[config.mk]
export PLATFORM = sky130hd
export DESIGN_NAME = ex_muldiv_ctrl
export DESIGN_NICKNAME = d
export VERILOG_FILES = /design/src/rtl/rv32i_types.sv /design/src/rtl/ex_muldiv_ctrl_core.sv /design/src/rtl/ex_muldiv_ctrl.sv
export SDC_FILE = /design/constraint.sdc
export NUM_CORES = 1
export LEC_CHECK = 0
export ABC_AREA = 1
export CAP_MARGIN = 20
export CELL_PAD_IN_SITES_DETAIL_PLACEMENT = 2
export CELL_PAD_IN_SITES_GLOBAL_PLACEMENT = 2
export CORE_AREA = 2 2 367 224
export DETAILED_ROUTE_END_ITERATION = 6
export DIE_AREA = 0 0 369 226
export DONT_BUFFER_PORTS = 1
export GPL_TIMING_DRIVEN = 0
export PLACE_DENSITY = 0.93
export SYNTH_ARGS = -nofsm -noshare
export SYNTH_HDL_FRONTEND = slang
export SYNTH_HIERARCHICAL = 1
export SYNTH_SLANG_ARGS = --single-unit
[constraint.sdc]
create_clock -name clk -period 4.1 [get_ports clk]
set_input_delay 0 -clock clk [delete_from_list [all_inputs] [get_ports clk]]
set_output_delay 0 -clock clk [all_outputs]
set_load 0.02 [all_outputs]
[src/rtl/rv32i_types.sv]
// Shared RV32 types for the execute stage: M-extension opcodes, the
// multiply/divide controller state encoding and related helpers.
package rv32i_types;

  typedef enum logic [2:0] {
    M_MUL    = 3'd0,
    M_MULH   = 3'd1,
    M_MULHSU = 3'd2,
    M_MULHU  = 3'd3,
    M_DIV    = 3'd4,
    M_DIVU   = 3'd5,
    M_REM    = 3'd6,
    M_REMU   = 3'd7
  } m_funct3_t;

  typedef enum logic [1:0] {
    IDLE = 2'd0,
    BUSY = 2'd1,
    DONE = 2'd2
  } muldiv_state_t;

  localparam logic [31:0] DIV_OVF_DIVIDEND = 32'h8000_0000;

  function automatic logic op_is_div(input m_funct3_t f);
    return f inside {M_DIV, M_DIVU, M_REM, M_REMU};
  endfunction

  function automatic logic op_is_rem(input m_funct3_t f);
    return f inside {M_REM, M_REMU};
  endfunction

  // MUL only needs the low half, which is sign-agnostic, so it runs unsigned.
  function automatic logic op_a_signed(input m_funct3_t f);
    return f inside {M_MULH, M_MULHSU, M_DIV, M_REM};
  endfunction

  function automatic logic op_b_signed(input m_funct3_t f);
    return f inside {M_MULH, M_DIV, M_REM};
  endfunction

endpackage

[src/rtl/ex_muldiv_ctrl_core.sv]
// Iterative unsigned datapath: left-shifting shift-add multiplier and
// restoring divider, one step per `step` pulse on operand magnitudes.
module muldiv_core #(
  parameter int XLEN  = 32,
  parameter int CNT_W = 6
) (
  input  logic                clk,
  input  logic                rst,
  input  logic                load,
  input  logic                step,
  input  logic                is_div,
  input  logic [XLEN-1:0]     a_mag,
  input  logic [XLEN-1:0]     b_mag,
  input  logic [CNT_W-1:0]    pre_shift,
  output logic [2*XLEN-1:0]   step_prod,
  output logic [XLEN-1:0]     step_quo,
  output logic                mplr_last
);

  logic [2*XLEN-1:0] acc_reg, acc_next;
  logic [2*XLEN-1:0] mcand_reg, mcand_next;
  logic [XLEN-1:0]   q_reg, q_next;
  logic              is_div_reg;
  logic [XLEN:0]     r_shift;
  logic [XLEN+1:0]   diff;
  logic [XLEN:0]     r_sel;

  // acc holds the running product or partial remainder; q holds the
  // multiplier bits still to consume, or dividend bits shifting into quotient.
  always_comb begin
    acc_next   = acc_reg;
    mcand_next = mcand_reg;
    q_next     = q_reg;
    r_shift    = {acc_reg[XLEN-1:0], q_reg[XLEN-1]};
    diff       = {1'b0, r_shift} - {2'b00, mcand_reg[XLEN-1:0]};
    r_sel      = diff[XLEN+1] ? r_shift : diff[XLEN:0];
    if (is_div_reg) begin
      acc_next = {{(XLEN-1){1'b0}}, r_sel};
      q_next   = {q_reg[XLEN-2:0], ~diff[XLEN+1]};
    end else begin
      acc_next   = acc_reg + (q_reg[0] ? mcand_reg : '0);
      mcand_next = mcand_reg << 1;
      q_next     = {1'b0, q_reg[XLEN-1:1]};
    end
  end

  assign step_prod = acc_next;
  assign step_quo  = q_next;
  assign mplr_last = ~|q_reg[XLEN-1:1];

  always_ff @(posedge clk) begin
    if (rst) begin
      acc_reg    <= '0;
      mcand_reg  <= '0;
      q_reg      <= '0;
      is_div_reg <= 1'b0;
    end else if (load) begin
      acc_reg    <= '0;
      mcand_reg  <= {{XLEN{1'b0}}, b_mag};
      q_reg      <= is_div ? (a_mag << pre_shift) : a_mag;
      is_div_reg <= is_div;
    end else if (step) begin
      acc_reg   <= acc_next;
      mcand_reg <= mcand_next;
      q_reg     <= q_next;
    end
  end

endmodule

[src/rtl/ex_muldiv_ctrl.sv]
// RV32M sequencing controller for EX: capture, iterate, sign fixup, stall.
// Optional MULDIV_EARLY_OUT_EN shortens multiply/divide iteration counts.
module ex_muldiv_ctrl
  import rv32i_types::*;
#(
  parameter int XLEN  = 32,
  parameter int CNT_W = 6
) (
  input  logic            clk,
  input  logic            rst,
  input  logic            valid_i,
  input  logic [2:0]      funct3_i,
  input  logic [XLEN-1:0] rs1_i,
  input  logic [XLEN-1:0] rs2_i,
  input  logic            flush_i,
  input  logic            pipe_stall_i,
  output logic            stall_o,
  output logic            done_o,
  output logic [XLEN-1:0] result_o
);

`ifdef MULDIV_EARLY_OUT_EN
  localparam bit EARLY_OUT = 1'b1;
`else
  localparam bit EARLY_OUT = 1'b0;
`endif

  muldiv_state_t     state_reg, state_next;
  logic [CNT_W-1:0]  cnt_reg, cnt_next;
  logic [XLEN-1:0]   result_reg, result_next;
  m_funct3_t         op_reg, op_next;
  logic              a_neg_reg, a_neg_next;
  logic              b_neg_reg, b_neg_next;

  m_funct3_t         op_in;
  logic              cap_div, cap_a_neg, cap_b_neg;
  logic [XLEN-1:0]   cap_a_mag, cap_b_mag;
  logic [CNT_W-1:0]  div_lz, pre_shift;
  logic              lz_found;
  logic              core_load, core_step, last_step;
  logic [2*XLEN-1:0] step_prod, prod_fix;
  logic [XLEN-1:0]   step_quo, quo_fix, rem_fix, fix_result;
  logic              mplr_last;

  assign op_in     = m_funct3_t'(funct3_i);
  assign cap_div   = op_is_div(op_in);
  assign cap_a_neg = op_a_signed(op_in) & rs1_i[XLEN-1];
  assign cap_b_neg = op_b_signed(op_in) & rs2_i[XLEN-1];
  assign cap_a_mag = cap_a_neg ? -rs1_i : rs1_i;
  assign cap_b_mag = cap_b_neg ? -rs2_i : rs2_i;

  // Leading zeros of the dividend magnitude, clamped so at least one step runs.
  always_comb begin
    div_lz   = '0;
    lz_found = 1'b0;
    for (int i = XLEN - 1; i >= 0; i--) begin
      if (!lz_found) begin
        if (cap_a_mag[i]) lz_found = 1'b1;
        else              div_lz   = div_lz + CNT_W'(1);
      end
    end
    if (div_lz > CNT_W'(XLEN - 1)) div_lz = CNT_W'(XLEN - 1);
  end

  assign pre_shift = (EARLY_OUT && cap_div) ? div_lz : '0;

  muldiv_core #(.XLEN(XLEN), .CNT_W(CNT_W)) u_core (
    .clk       (clk),
    .rst       (rst),
    .load      (core_load),
    .step      (core_step),
    .is_div    (cap_div),
    .a_mag     (cap_a_mag),
    .b_mag     (cap_b_mag),
    .pre_shift (pre_shift),
    .step_prod (step_prod),
    .step_quo  (step_quo),
    .mplr_last (mplr_last)
  );

  assign prod_fix = (a_neg_reg ^ b_neg_reg) ? -step_prod : step_prod;
  assign quo_fix  = (a_neg_reg ^ b_neg_reg) ? -step_quo : step_quo;
  assign rem_fix  = a_neg_reg ? -step_prod[XLEN-1:0] : step_prod[XLEN-1:0];

  always_comb begin
    case (op_reg)
      M_MUL:                    fix_result = prod_fix[XLEN-1:0];
      M_MULH, M_MULHSU, M_MULHU: fix_result = prod_fix[2*XLEN-1:XLEN];
      M_DIV, M_DIVU:            fix_result = quo_fix;
      default:                  fix_result = rem_fix;
    endcase
  end

  assign last_step = (cnt_reg == CNT_W'(XLEN - 1)) ||
                     (EARLY_OUT && !op_is_div(op_reg) && mplr_last);

  always_comb begin
    state_next  = state_reg;
    cnt_next    = cnt_reg;
    result_next = result_reg;
    op_next     = op_reg;
    a_neg_next  = a_neg_reg;
    b_neg_next  = b_neg_reg;
    core_load   = 1'b0;
    core_step   = 1'b0;
    case (state_reg)
      IDLE: begin
        if (valid_i) begin
          op_next    = op_in;
          a_neg_next = cap_a_neg;
          b_neg_next = cap_b_neg;
          core_load  = 1'b1;
          if (cap_div && (rs2_i == '0)) begin
            result_next = op_is_rem(op_in) ? rs1_i : '1;
            state_next  = DONE;
          end else if (cap_div && op_b_signed(op_in) &&
                       (rs1_i == DIV_OVF_DIVIDEND) && (rs2_i == '1)) begin
            result_next = op_is_rem(op_in) ? '0 : DIV_OVF_DIVIDEND;
            state_next  = DONE;
          end else begin
            cnt_next   = pre_shift;
            state_next = BUSY;
          end
        end
      end
      BUSY: begin
        core_step = 1'b1;
        if (last_step) begin
          result_next = fix_result;
          cnt_next    = '0;
          state_next  = DONE;
        end else begin
          cnt_next = cnt_reg + CNT_W'(1);
        end
      end
      DONE: begin
        if (!pipe_stall_i) state_next = IDLE;
      end
      default: state_next = IDLE;
    endcase
    // A redirect discards whatever was in flight, including a fresh capture.
    if (flush_i) begin
      state_next  = IDLE;
      cnt_next    = '0;
      result_next = result_reg;
      core_load   = 1'b0;
      core_step   = 1'b0;
    end
  end

  always_ff @(posedge clk) begin
    if (rst) begin
      state_reg  <= IDLE;
      cnt_reg    <= '0;
      result_reg <= '0;
      op_reg     <= M_MUL;
      a_neg_reg  <= 1'b0;
      b_neg_reg  <= 1'b0;
    end else begin
      state_reg  <= state_next;
      cnt_reg    <= cnt_next;
      result_reg <= result_next;
      op_reg     <= op_next;
      a_neg_reg  <= a_neg_next;
      b_neg_reg  <= b_neg_next;
    end
  end

  assign stall_o  = ~rst & valid_i & ~flush_i & (state_reg != DONE);
  assign done_o   = (state_reg == DONE);
  assign result_o = result_reg;

  // The ID/EX register must hold the instruction while the unit iterates.
  valid_held_while_busy: assert property (
    @(posedge clk) disable iff (rst) ((state_reg == BUSY) && !flush_i) |-> valid_i);

endmodule

==> results.sh, run 1 <==
export IMPL_status="aborted with a tool error"
export IMPL_lastStage="5_1_grt"
export IMPL_error="[ERROR GRT-0232] Routing congestion too high. Check the congestion heatmap in the GUI."
export IMPL_io_buffers=0
export IMPL_die_x_um=369
export IMPL_io_pins=106
export IMPL_endpoint_type="register data pin"
export IMPL_die_height_um=226
export IMPL_grt_util_all_layers_pct=79.8
export IMPL_netlist_area_um2=26900
export IMPL_cts_buffers=26
export IMPL_start_util_pct=33.5
export IMPL_cts_max_level=1
export IMPL_gr_total_overflow=573
export IMPL_place_hpwl_um=148000
export IMPL_place_ws_ns=-2.65
export IMPL_grt_worst_endpoint="result_o[6]$_SDFFE_PP0P_/D"
export IMPL_clk_path_buf_depth=3
export IMPL_root_buffer="clkbuf_16"
export IMPL_num_rows=81
export IMPL_gp_congestion=1.05
export IMPL_dp_cells=6199
export IMPL_avgSynthCellArea_um2=5.27
export IMPL_yosys_warnings=6
export IMPL_grt_max_degree=14
export IMPL_cts_sinks=206
export IMPL_synthCells=5107
metrics by stage:
step	cell area, um2	utilization [%]
detailed placement	28300	35.3
floorplan	27000	-
CTS	33900	42.2
global placement	28300	35.3
metal layers:
layer	GRT usage, %	GRT overflow
met4	75.8	204
met2	95.0	354
met5	38.0	0
met1	80.2	6
met3	67.5	9
timing repair:
action / 4_1_cts
gates cloned: 3
pin swaps: 119
hold buffers: 88
endpoints found under the hold margin: 85
resized for setup: 837
endpoints found under the setup margin: 120
buffers inserted: 70
==> run 2: changes to the inputs <==
--- a/config.mk
+++ b/config.mk
@@ -7,14 +7,12 @@
 export LEC_CHECK = 0
 export ABC_AREA = 1
 export CAP_MARGIN = 20
-export CELL_PAD_IN_SITES_DETAIL_PLACEMENT = 2
-export CELL_PAD_IN_SITES_GLOBAL_PLACEMENT = 2
-export CORE_AREA = 2 2 367 224
+export CORE_AREA = 2 2 332 334
 export DETAILED_ROUTE_END_ITERATION = 6
-export DIE_AREA = 0 0 369 226
+export DIE_AREA = 0 0 334 336
 export DONT_BUFFER_PORTS = 1
 export GPL_TIMING_DRIVEN = 0
-export PLACE_DENSITY = 0.93
+export PLACE_DENSITY_LB_ADDON = 0.15
 export SYNTH_ARGS = -nofsm -noshare
 export SYNTH_HDL_FRONTEND = slang
 export SYNTH_HIERARCHICAL = 1
==> results.sh, run 2 <==
export IMPL_p_leak_nw=17.7
export IMPL_gr_total_overflow=0
export IMPL_yosys_warnings=6
export IMPL_fin_setup_tns_ns=0
export IMPL_crit_top_cell="nand3_2"
export IMPL_final_cell_mix="1446 x nand2_1, 745 x inv_1, 397 x nor2_1, 393 x nand3_1, 311 x a21oi_1"
export IMPL_avgSynthCellArea_um2=5.27
export IMPL_ir_drop_mv=0.314
export IMPL_slowest_delay_ns=0.50
export IMPL_startpoint_type="flip-flop"
export IMPL_place_hpwl_um=115000
export IMPL_antenna_found_initial=0
export IMPL_min_to="u_core/q_reg[3]"
export IMPL_io_buffers=0
export IMPL_grt_pass1_wl_um=204000
export IMPL_min_path_cells=5
export IMPL_finalSetupViolations=0
export IMPL_areaGrowthSynthToFinish_pct=32.9
export IMPL_clk_pin_slew_worst_paths_ns=0.06
export IMPL_fin_crit_ns=4.03
export IMPL_hp_start="rs1_i[3]"
export IMPL_reg2reg_depth=24
export IMPL_utilization_pct=33.0
export IMPL_vias_per_cell=4.92
export IMPL_p_per_area_nw_per_um2=286
export IMPL_cts_max_level=1
export IMPL_rr_endpoint="result_o[17]"
export IMPL_cp_required_ns=4.66
export IMPL_routedWlPerCell_um=20.6
export IMPL_worstMarginPinSlew_ns=1.12
export IMPL_io_pins=106
export IMPL_drc=0
export IMPL_fmax_mhz=248
export IMPL_cts_tree="yes"
export IMPL_num_vias=33507
export IMPL_routed_wl_um=140000
export IMPL_clock_skew_ns=0.0241
export IMPL_synthCells=5107
export IMPL_coreArea_um2=108000
export IMPL_die_x_um=334
export IMPL_drt_initial_drc_count=2469
export IMPL_start_util_pct=24.8
export IMPL_slew_violations=0
export IMPL_critPathBufInv=4
export IMPL_use_met3_pct=2.31
export IMPL_ff2ff_setup_slack_ns=0.07
export IMPL_cp_data_arrival_time_ns=4.59
export IMPL_netlist_area_um2=26900
export IMPL_ant_nets=0
export IMPL_die_area_um2=112000
export IMPL_grt_busiest_layer="met2"
export IMPL_status="completed"
export IMPL_hold_viol=0
export IMPL_slowest_stage="dfxtp_4"
export IMPL_relSlewSlack_pct=25.3
export IMPL_cap_violations=0
export IMPL_critPathMaxFanout=7
export IMPL_worstHoldPathType="input pin to flip-flop"
export IMPL_setup_worst_path_end_class="flip-flop"
export IMPL_cp_top_family="simple AND/OR/NAND/NOR gates"
export IMPL_final_common_cell="nand2_1"
export IMPL_cts_buffers=29
export IMPL_num_nets_final=5553
export IMPL_gp_congestion=0.976
export IMPL_antennaDiodeCount=0
export IMPL_path_cells="buf_12 -> buf_8 -> nand2_1 -> inv_2 -> ha_4 -> nand2_4 -> inv_1 -> a21oi_4 -> o21bai_2 -> nand3b_1 -> or2_4 -> nand3_2 -> nand2_4 -> nor2_4 -> nand2_2 -> nor2_2 -> nand2_2 -> nor2_4 -> nand3_2 -> nand3_2 -> nand3_4 -> nand3b_1 -> nand2_1 -> a21oi_2"
export IMPL_grt_pass1_vias=31546
export IMPL_use_met1_pct=32.0
export IMPL_first_pass_iters=5
export IMPL_reg2reg_from="u_core/q_reg[0]"
export IMPL_clk_latency_ns=0.63
export IMPL_num_rows=121
export IMPL_rsz0062_at_grt="true"
export IMPL_timing_final_crit_share_pct=98.4
export IMPL_die_height_um=336
export IMPL_root_buffer="clkbuf_16"
export IMPL_cts_sinks=206
export IMPL_drive_above_1_share_pct=19.9
export IMPL_clk_path_buf_depth=3
export IMPL_grt_util_all_layers_pct=23.9
export IMPL_path_class="flip-flop to flip-flop"
export IMPL_grt_max_degree=16
export IMPL_met2_usage_pct=40.4
-- run 2: power by group --
group,internal (W),switching (W),total [W],leakage (nW)
logic,0.00174,0.00345,0.00519,15.5
registers,0.00209,0.000131,0.00222,1.70
clock network,0.00170,0.00112,0.00282,0.512
-- run 2: layout make-up --
| type | instances | area (um2) |
|---|---|---|
| plain buffers | 183 | 983 |
| clock buffers | 42 | 855 |
| clock inverters | 12 | 185 |
| fillers | 12435 | 72600 |
| inverters | 832 | 3170 |
| multi-input cells | 3898 | 22500 |
| flip-flops and latches | 206 | 4230 |
| well taps | 1414 | 1770 |
| repair buffers | 228 | 2070 |
-- run 2: through the flow --
stage | power [W] | area [um2] | instances | setup slack (ns) | hold slack, ns
global route | 0.0108 | 35800 | 6815 | -0.0664 | 0.0474
global placement | 0.00640 | 28700 | 6534 | -2.72 | 0.150
finish | 0.0102 | 35800 | 6815 | 0.0670 | 0.00257
CTS | 0.00983 | 33400 | 6750 | -0.0195 | 0.0112
floorplan | 0.00506 | 27000 | 5120 | 0.556 | 0.135
detailed placement | 0.00640 | 28800 | 6536 | -2.21 | 0.147
-- run 2: worst max path at each step --
stage | cells past startpoint | end | start
after floorplan | 26 | result_o[31] | u_core/q_reg[0]
after global placement | 26 | result_o[26] | u_core/q_reg[0]
after detailed placement | 31 | result_o[30] | u_core/q_reg[0]
after CTS | 30 | result_o[17] | u_core/q_reg[0]
after global routing | 29 | result_o[24] | u_core/q_reg[0]
final | 24 | result_o[17] | u_core/q_reg[0]
-- run 2: what timing repair did --
item | in CTS | in global routing
cloned | 0 | 3
buffers inserted | 55 | 61
hold endpoints to repair | 87 | 0
hold buffers | 105 | 0
endpoints found under the setup margin | 68 | 36
pin swaps | 87 | 166
gates resized for setup | 568 | 474
-- run 2: tightest hold or removal path, cell delays in order --
cell	delay (ns)
xor2_1	0.11
a21oi_1	0.24
nand2_1	0.09
o211ai_1	0.08
a21oi_1	0.06
-- run 2: routing by layer --
metal	vias to the layer above	part of all wire, %
met3	198	4.9
li1	16694	-
met1	15719	45
met2	896	46
met4	0	3.7
met5	-	0
No activity file was read; power rests on OpenSTA's default activity.
==> run 3: changes to the inputs <==
--- a/config.mk
+++ b/config.mk
@@ -7,7 +7,10 @@
 export LEC_CHECK = 0
 export ABC_AREA = 1
 export CAP_MARGIN = 20
+export CELL_PAD_IN_SITES_DETAIL_PLACEMENT = 0
+export CELL_PAD_IN_SITES_GLOBAL_PLACEMENT = 2
 export CORE_AREA = 2 2 332 334
+export CTS_BUF_LIST = sky130_fd_sc_hd__clkbuf_8
 export DETAILED_ROUTE_END_ITERATION = 6
 export DIE_AREA = 0 0 334 336
 export DONT_BUFFER_PORTS = 1
==> results.sh, run 3 (same netlist as run 2, synthesis figures left out) <==
export IMPL_drc=0
export IMPL_rsz0062_at_grt="true"
export IMPL_setup_ws_ns=-0.171
export IMPL_coreArea_um2=108000
export IMPL_critPathBufInv=4
export IMPL_gp_congestion=0.938
export IMPL_vias_per_cell=4.94
export IMPL_die_height_um=336
export IMPL_timing_final_crit_share_pct=104
export IMPL_clk_path_buf_depth=3
export IMPL_start_util_pct=24.8
export IMPL_grt_pass1_wl_um=222000
export IMPL_final_common_cell="nand2_1"
export IMPL_drive_above_1_share_pct=21.0
export IMPL_min_path_cells=5
export IMPL_slowest_delay_ns=0.40
export IMPL_cp_required_ns=4.64
export IMPL_dp_cells=6538
export IMPL_crit_top_cell="nand2_4"
export IMPL_clk_pin_slew_worst_paths_ns=0.06
export IMPL_p_leak_nw=17.7
export IMPL_critPathMaxFanout=8
export IMPL_p_per_area_nw_per_um2=289
export IMPL_cap_violations=0
export IMPL_num_rows=121
export IMPL_critical_path_depth=28
export IMPL_routed_wl_um=155000
export IMPL_place_ws_ns=-2.71
export IMPL_grt_pass1_vias=32657
export IMPL_drt_initial_drc_count=2445
export IMPL_num_vias=33673
export IMPL_cts_tree="yes"
export IMPL_fin_setup_tns_ns=-1.94
export IMPL_fin_cells=6818
export IMPL_antenna_found_initial=5
export IMPL_worstMarginPinSlew_ns=1.20
export IMPL_slowest_stage="dfxtp_4"
export IMPL_worstHoldPathType="input pin to flip-flop"
export IMPL_fmax_mhz=234
export IMPL_fin_crit_ns=4.27
export IMPL_grt_max_degree=15
export IMPL_fin_area_um2=35900
export IMPL_startpoint_type="flip-flop"
export IMPL_slew_violations=0
export IMPL_violations="negative setup slack"
export IMPL_cts_sinks=206
export IMPL_clock_skew_ns=0.0483
export IMPL_postPlaceCellArea_um2=28800
export IMPL_first_pass_iters=6
export IMPL_utilization_pct=33.1
export IMPL_io_buffers=0
export IMPL_areaGrowthSynthToFinish_pct=33.3
export IMPL_final_cell_mix="1402 x nand2_1, 777 x inv_1, 380 x nor2_1, 376 x nand3_1, 291 x a21oi_1"
export IMPL_die_area_um2=112000
export IMPL_grt_util_all_layers_pct=26.8
export IMPL_cts_buffers=46
export IMPL_die_x_um=334
export IMPL_relSlewSlack_pct=19.7
export IMPL_cp_data_arrival_time_ns=4.81
export IMPL_gr_total_overflow=0
export IMPL_hold_viol=0
export IMPL_routedWlPerCell_um=22.7
export IMPL_cp_top_family="simple AND/OR/NAND/NOR gates"
export IMPL_io_pins=106
export IMPL_setup_worst_path_end_class="flip-flop"
export IMPL_finalSetupViolations=25
export IMPL_ant_nets=0
export IMPL_ir_drop_mv=0.188
export IMPL_path_class="flip-flop to flip-flop"
export IMPL_place_hpwl_um=127000
export IMPL_num_nets_final=5548
export IMPL_root_buffer="clkbuf_8"
export IMPL_cts_max_level=2
export IMPL_reg2reg_depth=28
export IMPL_clk_latency_ns=0.69
export IMPL_status="complete, but fails checks"
run 3: worst paths after layout:
| kind | start | endpoint | slack, ns |
|---|---|---|---|
| worst max-delay path | u_core/q_reg[0] | result_o[31] | -0.17 |
| worst min-delay path | rs1_i[26] | u_core/q_reg[26] | 0.03 |
| worst max register to register | u_core/q_reg[0] | result_o[31] | -0.17 |
| worst min register to register | u_core/mcand_reg[45] | u_core/mcand_reg[45] | 0.48 |
run 3: repair_timing:
action                                  CTS  global route
endpoints found under the setup margin  112            33
cloned                                    1             1
pin swaps                               136           170
hold endpoints to repair                 93             0
hold buffers                            103             0
buffers inserted                         68            28
resized for setup                       696           454
run 3: metrics by stage:
| stage | power (W) | hold slack, ns |
|---|---|---|
| final | 0.0104 | 0.0337 |
| after detailed placement | 0.00654 | 0.152 |
| after CTS | 0.00987 | 0.00213 |
| after floorplan | 0.00506 | 0.135 |
| after global routing | 0.0110 | 0.0470 |
| after global placement | 0.00655 | 0.152 |
run 3: tightest hold or removal path: cells and delay by family:
family | cells | cell delay (ns)
AOI/OAI and AO/OA | 2 | 0.26
xor gates and xnor gates | 1 | 0.12
and+or+nand+nor | 2 | 0.28
run 3: routing by layer:
layer	vias up	GRT usage, %	share of wire, %
li1	16665	-	-
met1	15943	35.7	45
met2	860	45.7	46
met3	205	2.25	4.6
met4	0	8.65	4.0
met5	-	0	0
run 3: cell type report:
type | instances | area, um2
buffer | 183 | 978
tap | 1414 | 1770
multi-input combinational | 3898 | 22800
sequential | 206 | 4220
timing repair buffer | 206 | 1960
fill | 12563 | 72500
clock buffer | 55 | 757
antenna | 2 | 5.00
inverter | 832 | 3180
clock inverter | 22 | 148
run 3: power breakdown:
group	internal [W]	total (W)	switching [W]
Combinational	0.00192	0.00569	0.00377
Clock	0.00128	0.00246	0.00118
Sequential	0.00209	0.00223	0.000137
Total	0.00529	0.0104	0.00509
